### src/rtl/pc_conf_readback_pkg.sv
// Shared types for the configuration readback path: FSM states, the
// {index, value} output word and the {first, last} dump request.
package pc_conf_readback_pkg;

    localparam int PKG_NCONF = 16;
    localparam int PKG_NREG  = 64;
    localparam int PKG_NIDX  = 8;

    typedef enum logic [1:0] {
        IDLE = 2'd0,
        DUMP = 2'd1,
        CHG  = 2'd2
    } state_t;

    typedef struct packed {
        logic [PKG_NIDX-1:0]  idx;
        logic [PKG_NCONF-1:0] value;
    } out_word_t;

    typedef struct packed {
        logic [PKG_NIDX-1:0] first;
        logic [PKG_NIDX-1:0] last;
    } req_t;

    // Clip the requested last index to the highest register that exists.
    function automatic logic [PKG_NIDX-1:0] clamp_last(
        input logic [PKG_NIDX-1:0] last,
        input logic [PKG_NIDX-1:0] max_idx
    );
        return (last > max_idx) ? max_idx : last;
    endfunction

endpackage

### src/rtl/pc_conf_readback_conf_reg_shadow.sv
// Shadow copy of the last value reported for every configuration register.
// One combinational read port, one synchronous write port, async clear.
module conf_reg_shadow #(
    parameter int Nconf = 16,
    parameter int Nreg  = 64,
    parameter int AW    = 6
) (
    input  logic             clk,
    input  logic             reset,
    input  logic [AW-1:0]    rd_idx,
    output logic [Nconf-1:0] rd_data,
    input  logic             wr_en,
    input  logic [AW-1:0]    wr_idx,
    input  logic [Nconf-1:0] wr_data
);

    logic [Nconf-1:0] mem [Nreg];

    assign rd_data = mem[rd_idx];

    // Storage: cleared to zero on reset so every nonzero register is reported once.
    always_ff @(posedge clk or negedge reset) begin
        if (!reset) begin
            for (int k = 0; k < Nreg; k++) begin
                mem[k] <= '0;
            end
        end else if (wr_en) begin
            mem[wr_idx] <= wr_data;
        end
    end

endmodule

### src/rtl/pc_conf_readback.sv
// Reads the live configuration register array back toward the PC: range
// dumps on request, plus a background scan that reports changed registers.
module pc_conf_readback
    import pc_conf_readback_pkg::*;
#(
    parameter int Nconf = PKG_NCONF,
    parameter int Nreg  = PKG_NREG,
    parameter int Nidx  = PKG_NIDX
) (
    input  logic                  clk,
    input  logic                  reset,
    input  logic [Nreg*Nconf-1:0] conf_reg_out,
    input  logic                  report_en,
    input  logic                  req_v,
    input  logic [2*Nidx-1:0]     req_d,
    output logic                  req_a,
    output logic                  out_v,
    output logic [Nidx+Nconf-1:0] out_d,
    input  logic                  out_a,
    output logic                  busy
);

    localparam int              AW       = $clog2(Nreg);
    localparam logic [Nidx-1:0] LAST_IDX = Nidx'(Nreg - 1);

    state_t          state, state_nx;
    logic            rst_done;
    logic [Nidx-1:0] ptr, ptr_nx;
    logic [Nidx-1:0] lastc, lastc_nx;
    logic            out_v_r, out_v_nx;
    out_word_t       out_word, out_word_nx;

    logic [Nconf-1:0] conf_arr [Nreg];
    logic [Nconf-1:0] sh_rd;
    logic             sh_we;
    req_t             req_w;
    logic [Nidx-1:0]  req_lastc;
    logic [Nidx-1:0]  nxt_idx;
    logic             accept;

    // Unflatten the live register bus so registers can be picked by index.
    always_comb begin
        for (int k = 0; k < Nreg; k++) begin
            conf_arr[k] = conf_reg_out[k*Nconf +: Nconf];
        end
    end

    conf_reg_shadow #(
        .Nconf (Nconf),
        .Nreg  (Nreg),
        .AW    (AW)
    ) u_shadow (
        .clk     (clk),
        .reset   (reset),
        .rd_idx  (ptr[AW-1:0]),
        .rd_data (sh_rd),
        .wr_en   (sh_we),
        .wr_idx  (out_word.idx[AW-1:0]),
        .wr_data (out_word.value)
    );

    assign req_w     = req_t'(req_d);
    assign req_lastc = clamp_last(req_w.first == req_w.first ? req_w.last : req_w.last, LAST_IDX);
    assign nxt_idx   = out_word.idx + Nidx'(1);
    assign accept    = out_v_r && out_a;

    // Next-state and datapath decisions; a request in IDLE pre-empts the scan.
    always_comb begin
        state_nx    = state;
        ptr_nx      = ptr;
        lastc_nx    = lastc;
        out_v_nx    = out_v_r;
        out_word_nx = out_word;
        sh_we       = 1'b0;
        case (state)
            IDLE: begin
                if (req_v && rst_done) begin
                    if (req_w.first <= req_lastc) begin
                        lastc_nx          = req_lastc;
                        out_word_nx.idx   = req_w.first;
                        out_word_nx.value = conf_arr[req_w.first[AW-1:0]];
                        out_v_nx          = 1'b1;
                        state_nx          = DUMP;
                    end
                end else if (report_en && rst_done) begin
                    if (conf_arr[ptr[AW-1:0]] != sh_rd) begin
                        out_word_nx.idx   = ptr;
                        out_word_nx.value = conf_arr[ptr[AW-1:0]];
                        out_v_nx          = 1'b1;
                        state_nx          = CHG;
                    end else begin
                        ptr_nx = (ptr == LAST_IDX) ? '0 : ptr + Nidx'(1);
                    end
                end
            end
            DUMP: begin
                if (accept) begin
                    sh_we = 1'b1;
                    if (out_word.idx == lastc) begin
                        out_v_nx = 1'b0;
                        state_nx = IDLE;
                    end else begin
                        out_word_nx.idx   = nxt_idx;
                        out_word_nx.value = conf_arr[nxt_idx[AW-1:0]];
                    end
                end
            end
            CHG: begin
                if (accept) begin
                    sh_we    = 1'b1;
                    ptr_nx   = (ptr == LAST_IDX) ? '0 : ptr + Nidx'(1);
                    out_v_nx = 1'b0;
                    state_nx = IDLE;
                end
            end
            default: begin
                out_v_nx = 1'b0;
                state_nx = IDLE;
            end
        endcase
    end

    // FSM state register.
    always_ff @(posedge clk or negedge reset) begin
        if (!reset) begin
            state <= IDLE;
        end else begin
            state <= state_nx;
        end
    end

    // Reset-release marker plus scan pointer, dump limit and output word.
    always_ff @(posedge clk or negedge reset) begin
        if (!reset) begin
            rst_done <= 1'b0;
            ptr      <= '0;
            lastc    <= '0;
            out_v_r  <= 1'b0;
            out_word <= '0;
        end else begin
            rst_done <= 1'b1;
            ptr      <= ptr_nx;
            lastc    <= lastc_nx;
            out_v_r  <= out_v_nx;
            out_word <= out_word_nx;
        end
    end

    assign out_v = out_v_r;
    assign out_d = out_word;
    assign req_a = (state == IDLE) && rst_done;
    assign busy  = (state != IDLE);

endmodule

### config.mk
export PLATFORM = sky130hd
export DESIGN_NAME = pc_conf_readback
export DESIGN_NICKNAME = d
export VERILOG_FILES = /design/src/rtl/pc_conf_readback_pkg.sv /design/src/rtl/pc_conf_readback_conf_reg_shadow.sv /design/src/rtl/pc_conf_readback.sv
export SDC_FILE = /design/constraint.sdc
export NUM_CORES = 2
export LEC_CHECK = 0
export CAP_MARGIN = 40
export CORE_AREA = 2 2 420 422
export CTS_CLUSTER_DIAMETER = 120
export DETAILED_ROUTE_END_ITERATION = 16
export DIE_AREA = 0 0 422 424
export PLACE_DENSITY = 0.67
export SLEW_MARGIN = 15
export SYNTH_ARGS = -nofsm -noshare
export SYNTH_HDL_FRONTEND = slang
export SYNTH_SLANG_ARGS = --single-unit
### constraint.sdc
create_clock -name clk -period 3.71 [get_ports clk]
set_clock_uncertainty 0.15 [all_clocks]
set_input_delay 0.5565 -clock clk [delete_from_list [all_inputs] [get_ports clk]]
set_output_delay 0.5565 -clock clk [all_outputs]
set_load 0.01 [all_outputs]
# --- Word level (Yosys, flattened, before mapping) ---
# Index checks and enable logic that the tools add are counted.
# W data, S select, Z words.
totals:
  in_bits: 1045
  wordCells: 160
  out_inout_bits: 27
  ff_bits: 1068
classes:
  n_addsub: 2
  bitwise: 4
  n_mux: 47
  n_reduce_logical: 14
  n_lt_le_gt_ge: 7
  n_eq_ne: 15
ops:
  columns: ["operator", "count"]
  rows:
  - ["$bwmux W1024", 1]
  - ["$bmux W16 S6", 4]
  - ["$mux W16", 9]
  - ["$mux W24", 6]
  - ["$demux W16 S6", 1]
  - ["$mux W8", 6]
  - ["$pmux W24 S2", 1]
  - ["$ge A7 B7 Y1 const B", 4]
  - ["$not A6 Y7", 4]
  - ["$add A8 B1 Y8 const B", 2]
  - ["$ne A16 B16 Y1", 1]
  - ["$pmux W8 S2", 1]
  - ["$mux W2", 7]
  - ["$ne A2 B2 Y1 const B", 7]
  - ["$reduce_and A6 Y1", 2]
  - ["$mux W1", 9]
  - ["$ne A3 B3 Y1 const B", 3]
  - ["$eq A8 B6 Y1 const B", 1]
  - ["$eq A8 B8 Y1", 1]
  - ["$gt A8 B6 Y1 const B", 1]
  - ["$le A8 B8 Y1", 1]
  - ["$lt A7 B1 Y1 const B", 1]
  - ["$pmux W2 S3", 1]
  - ["$reduce_bool A2 Y1", 3]
  - ["8 further kinds", 12]

# --- Logic depth before layout (Yosys ltp) ---
depth:
  ltp_word: 9
  ltp_mapped: 18
  depth_no_buf: 14

# --- Hierarchy ---
# From an unflattened synthesis, not the netlist that was laid out.
hier_totals:
  cells_unflattened: 4987
  area_unflattened_um2: 74432.6
modules_own_cells:
  columns: ["mod", "instances", "area_each_um2", "seq_area_each_um2", "cells_each"]
  rows:
  - ["conf_reg_shadow", 1, 47132.7, 25624.6, 3029]
  - ["pc_conf_readback", 1, 27299.9, 1101.1, 1958]

# --- Worst setup path before layout ---
# No wires, ideal clock.
synth_path:
  kind: "in2reg"
  start: "input port req_d[9]"
  end: "register out_word, in the netlist out_d[0]"
  path_stages: 9
  required_time_ns: 3.432
  n_path_buf: 3
  path_slack_ns: -0.263
  setup_time_ns: 0.128
  t_arrival_ns: 3.695
  cell_sequence: "clkbuf_1 > clkbuf_1 > buf_1 > mux4_2 > mux4_2 > mux4_2 > nand2_1 > a31oi_1 > mux2_1"
synth_via:
  elab_chain_len: 7
  elab_cells_between_ends: 10
  classes_between: "order compare: 1; eq/ne: 1; mux: 6; bitwise: 1; reduce/logical: 1"
synth_rtl:
  columns: ["element", "line_no", "rtl"]
  rows:
  - ["from (decl)", "pc_conf_readback.sv:15", "input logic [2*Nidx-1:0] req_d,"]
  - ["$not A6 Y7 (implied by the code)", "pc_conf_readback.sv:81", "out_word_nx.value = conf_arr[req_w.first[AW-1:0]];"]
  - ["$bmux W16 S6", "pc_conf_readback.sv:81", null]
  - ["$mux W16 (implied by the code) (2 in series)", "pc_conf_readback.sv:81", null]
  - ["$mux W24", "pc_conf_readback.sv:78", "if (req_w.first <= req_lastc) begin"]
  - ["$mux W24", "pc_conf_readback.sv:77", "if (req_v && rst_done) begin"]
  - ["$pmux W24 S2", "pc_conf_readback.sv:75", "case (state)"]
  - ["to (signal assigned)", "pc_conf_readback.sv:145", "out_word <= out_word_nx;"]
  - ["to (decl)", "pc_conf_readback.sv:31", "out_word_t out_word, out_word_nx;"]
# Several ways; a longest one is shown, not always the timed one. The select of a mux whose other input is x is not followed.
# A chain may end at the register's enable or synchronous reset.

# --- Worst setup path after layout ---
layout_path:
  start: "register ptr[1]"
  end: "register out_word, in the netlist out_d[0]"
layout_via:
  elab_chain_len: 8
  elab_cells_between_ends: 14
  classes_between: "eq/ne: 2; mux: 10; bitwise: 1; reduce/logical: 1"
layout_rtl:
  columns: ["element", "line_no", "rtl"]
  rows:
  - ["from (decl)", "pc_conf_readback.sv:28", "logic [Nidx-1:0] ptr, ptr_nx;"]
  - ["from (signal assigned)", "pc_conf_readback.sv:142", "ptr <= ptr_nx;"]
  - ["$not A6 Y7 (implied by the code) *", "pc_conf_readback_conf_reg_shadow.sv:19, pc_conf_readback.sv:86, pc_conf_readback.sv:88", null]
  - ["parallel branches: the longest is 7 deep, another holds $bmux W16 S6", null, null]
# Every way passes the cells marked *. The select of a mux whose other input is x is not followed.

==> out/qor_table.md <==
| Group | Result | This run |
|:---|:---|:---|
| cells and area | Summed area of non-filler cells in the final layout | 0.1022 mm² |
| grt | Wire length of the first global-routing pass | 521.2 mm |
| place | RD Place Congestion | 1.049 |
| sta | Post-layout worst setup margin | -0.9276 ns |
| route | DR DRC count | 0 |
| synthesis | Post-synth ARST share | 1.000 |
| pwr | Worst ir drop on vdd | 527.9 µV |
| place | Input/output buffers | 1,071 |
| synthesis | Mean instance size in the synthesized netlist | 14.66 µm² |
| worst setup path | CP most frequent cell | sky130_fd_sc_hd__buf_12 |
| route | WL/cell | 40.24 µm |
| cts | Clock tree from TritonCTS | yes |
| grt | Vias in the first global route | 63,620 |
| synthesis | Share of Yosys cell area claimed by the top area cell type | 0.3606 |
| synthesis | Mux contribution to synthesized area | 0.5259 |
| route | Sum of routed wire length over all layers | 383.0 mm |
| route | Routed vias | 64,454 |
| synthesis | Post-synthesis instance area | 0.07412 mm² |
| route | Starting DRC count in detailed routing | 8,626 |
| floorplanning | Standard-cell rows | 154 |
| synthesis | Yosys Warn Count | 0 |
| flow run | Max_cap viols | 0 |
| cts | Post-CTS clock slew at the launch and capture registers of the worst setup and hold paths | 0.06 ns |
| sta | Minimum period implied by the final worst setup slack | 4.638 ns |
| sta | Number of endpoints with negative hold slack in the final report | 0 |
| synthesis | Area share of and/or/nand/nor cells after synthesis | 0.02378 |
| pwr | Tot Pwr | 73.11 mW |
| cts | H-tree levels | 3 |
| cts | Clock Root Buffer | sky130_fd_sc_hd__clkbuf_16 |
| floorplanning | Standard cell core area | 0.1750 mm² |
| worst setup path | Peak fanout along the critical path | 14 |
| worst setup path | Worst setup slack for register-to-register paths | -0.93 ns |
| place | Post-detailed-placement half-perimeter wirelength | 295.1 mm |
| sta | Total negative slack | -29.12 ns |
| floorplanning | I/O pin total | 1,072 |
| floorplanning | Area enclosed by the die boundary | 0.1789 mm² |
| cts | Buffer levels on the longest clock path | 3 |
| worst setup path | Launching point of the worst reg2reg path | ptr[1]$_DFFE_PN0P_ |
| hold path | Tightest Hold Check Type | input pin to asynchronous set/reset pin |
| synthesis | Xor/xnor cell area share of the yosys netlist | 0.003899 |
| route | Vias per cell | 6.770 |
| synthesis | Largest family of logic cells by synthesized area | multiplexers |
| worst setup path | Worst reg2reg endpoint | out_d[0]$_DFFE_PN0P_ |
| sta | Worst Max-Slew Pin Slew | 0.9588 ns |
| route | Number of nets with antenna violations after routing | 0 |
| synthesis | Cell taking the most area after synthesis | sky130_fd_sc_hd__dfrtp_1 |
| synthesis | Total of flip-flops plus latches after synthesis | 1,068 |
| cts | Clock network latency to the later pin of the worst-skew pair | 0.72 ns |
| grt | Pin count of the biggest net entering global routing | 105 |
| floorplanning | Height of the chip | 424 µm |
| cells and area | Final core utilization | 0.5842 |
| worst setup path | Worst path cell trace | buf_12 -> and2_4 -> buf_12 -> buf_4 -> a221oi_2 -> a21o_1 -> a221oi_2 -> o32a_1 -> xnor2_2 -> nand4_1 -> nor4_4 -> buf_6 -> a41oi_4 -> buf_12 -> clkbuf_16 -> mux2_4 |
| synthesis | Main flop type after synthesis | sky130_fd_sc_hd__dfrtp_1 |
| pwr | Ratio of total power to cell area | 715.2 mW/mm² |
| grt | Gr usage total | 0.4182 |
| synthesis | Distinct cell type count of the synthesized netlist | 73 |
| pwr | Static leakage power | 44.18 nW |
| sta | Max transition margin | 0.3608 |
| worst setup path | Endpoint arrival time on the critical path | 5.07 ns |
| cells and area | Number of nets at the end of the flow | 8,039 |
| worst setup path | Buffers & Inverters on Critical Path | 6 |
| floorplanning | Starting utilization of the core area | 0.4237 |
| cts | Total CTS buffers | 109 |
| worst setup path | Cell with the largest stage delay on the worst path | sky130_fd_sc_hd__dfrtp_4 |
| worst setup path | Setup CP Type | flop to flop |
| synthesis | Portion of the post-synthesis area used by sequential elements | 0.3606 |
| synthesis | Area share of fa/ha/maj cells after synthesis | 0.002194 |
| worst setup path | Startpoint types | flop |
| sta | Count of final max-slew check failures | 0 |
| cells and area | P&R area growth vs syn | 37.91% |
| worst setup path | Crit path largest cell delay | 0.59 ns |
| cts | Sinks on the clock net | 1,068 |
| grt | Antenna violations before repair | 136 |
| sta | Final setup fails | 35 |
| grt | Grt total ovfl | 0 |
| synthesis | Complex-gate fraction of the synthesized area | 0.04590 |
| worst setup path | Reg2Reg Depth | 16 |
| synthesis | Number of enable flip-flop cells after synthesis | 0 |
| worst setup path | Largest delay contributor family on the critical path | buffers and inverters |
| cells and area | Highest-count cells in the layout ignoring fill and taps | sky130_fd_sc_hd__buf_4, sky130_fd_sc_hd__clkdlybuf4s50_1, sky130_fd_sc_hd__dfrtp_1, sky130_fd_sc_hd__mux4_2, sky130_fd_sc_hd__mux2_2 |
| cells and area | Leading cell type in the layout, fill and taps excluded | sky130_fd_sc_hd__buf_4 |
| sta | RSZ-0062 raised after global routing | yes |
| floorplanning | Die X-Extent | 422 µm |
| synthesis | Cells after Synth | 5,056 |
| outcome | Result of the run | complete, but fails checks |
| worst setup path | Kind of end point of the critical path | flop |
| sta | Period Utilization, post-route | 1.250 |
| outcome | Failing checks | negative setup slack |
| cells and area | Share of layout cells above drive strength 1 | 0.5259 |
| synthesis | Largest cells by area after synthesis | sky130_fd_sc_hd__dfrtp_1, sky130_fd_sc_hd__mux4_2, sky130_fd_sc_hd__mux2_2 |
| place | Post-placement worst setup slack | -1.431 ns |
| route | Length of the first detailed-routing pass in iterations | 6 |
| sta | Maximum achievable frequency | 215.6 MHz |
| place | DP Area | 0.09608 mm² |
| worst setup path | Critical path data required time | 4.14 ns |
==> area by class of cell <==
class	instances	area [µm²]
diodes	112	280.3
inverters	16	65.06
fillers	14090	72740
well taps	2340	2928
clock inverters	32	320.3
clock buffers	166	3192
flip-flops and latches	1068	26770
multi-input cells	3418	45500
repair buffers	2368	23170
==> state kept, by name, summed over array words and instances (netlist names) <==
name,flops
lastc,8
out_d,24
out_v,1
ptr,8
rst_done,1
state,2
u_shadow.mem,1024
==> worst max path at each step <==
stage	from	to	cells past startpoint
floorplan	req_d[9]	out_d[0]$_DFFE_PN0P_	9
global placement	conf_reg_out[1010]	state[0]$_DFFE_PN0P_	17
detailed placement	ptr[1]$_DFFE_PN0P_	out_v$_DFFE_PN0P_	18
CTS	ptr[1]$_DFFE_PN0P_	out_d[5]$_DFFE_PN0P_	18
global route	ptr[0]$_DFFE_PN0P_	out_d[13]$_DFFE_PN0P_	18
finish	ptr[1]$_DFFE_PN0P_	out_d[0]$_DFFE_PN0P_	16
==> stage by stage <==
stage                     std cells  hold WS (ns)
after floorplan                5058        0.1109
after global routing           9495        0.3580
after CTS                      9355        0.3331
final                          9520        0.3188
after detailed placement       9121        0.3200
after global placement         9119        0.3089
==> cell families (layout without fill, tap and decap cells) <==
| kind of cell | after synthesis | count (layout) |
|---|---|---|
| other | 1 | 115 |
| buffers and inverters | 572 | 2582 |
| AND/OR/NAND/NOR | 406 | 406 |
| adder cells (fa/ha/maj) | 13 | 13 |
| multiplexers | 2464 | 2464 |
| XOR/XNOR | 33 | 33 |
| AO/OA/AOI/OAI | 499 | 499 |
| flip-flops | 1068 | 1068 |
==> metal layers <==
layer / up-vias / routed length, µm / track usage
met3: 1089 / 44880 / 0.1296
met1: 34122 / 137300 / 0.5280
li1: 24446 / - / -
met2: 4759 / 170900 / 0.6155
met5: - / 253 / 0
met4: 38 / 29810 / 0.2890
==> synthesized netlist by cell type, drive strengths merged, types with 3 or more instances <==
cell,number
and2,7
a22o,12
or3,4
o221ai,29
o31ai,9
o21ai,99
o22ai,17
nor2,128
nor2b,12
buf,218
xnor2,11
a21o,5
o211ai,9
nand4,5
nand2b,7
a21oi,105
dfrtp,1068
a31oi,23
and3,3
mux2,1040
mux2i,387
a2bb2oi,3
a211oi,25
nand3,29
or2,3
mux4,1037
xor2,22
a2111oi,7
a22oi,72
nand2,181
a311oi,4
nor3,8
nor4,9
ha,13
o21a,7
inv,16
a221oi,51
a211o,6
nand3b,4
clkbuf,338
==> power breakdown <==
part	internal, mW	total, mW	leakage (nW)	switching (mW)
combinational	21.9	46.7	27.8	24.7
clock	6.14	10.9	1.72	4.78
sequential	13.9	15.5	14.7	1.62
total	42.0	73.1	44.2	31.1
==> what timing repair did <==
action | 4_1_cts | 5_1_grt
gates resized for setup | 163 | 134
endpoints found under the setup margin | 35 | 35
hold buffers | 1 | 0
buffers inserted | 29 | 46
endpoints found under the hold margin | 59 | 0
gates cloned | 10 | 7
pin swaps | 29 | 27
(Power assumes the default switching activity.)
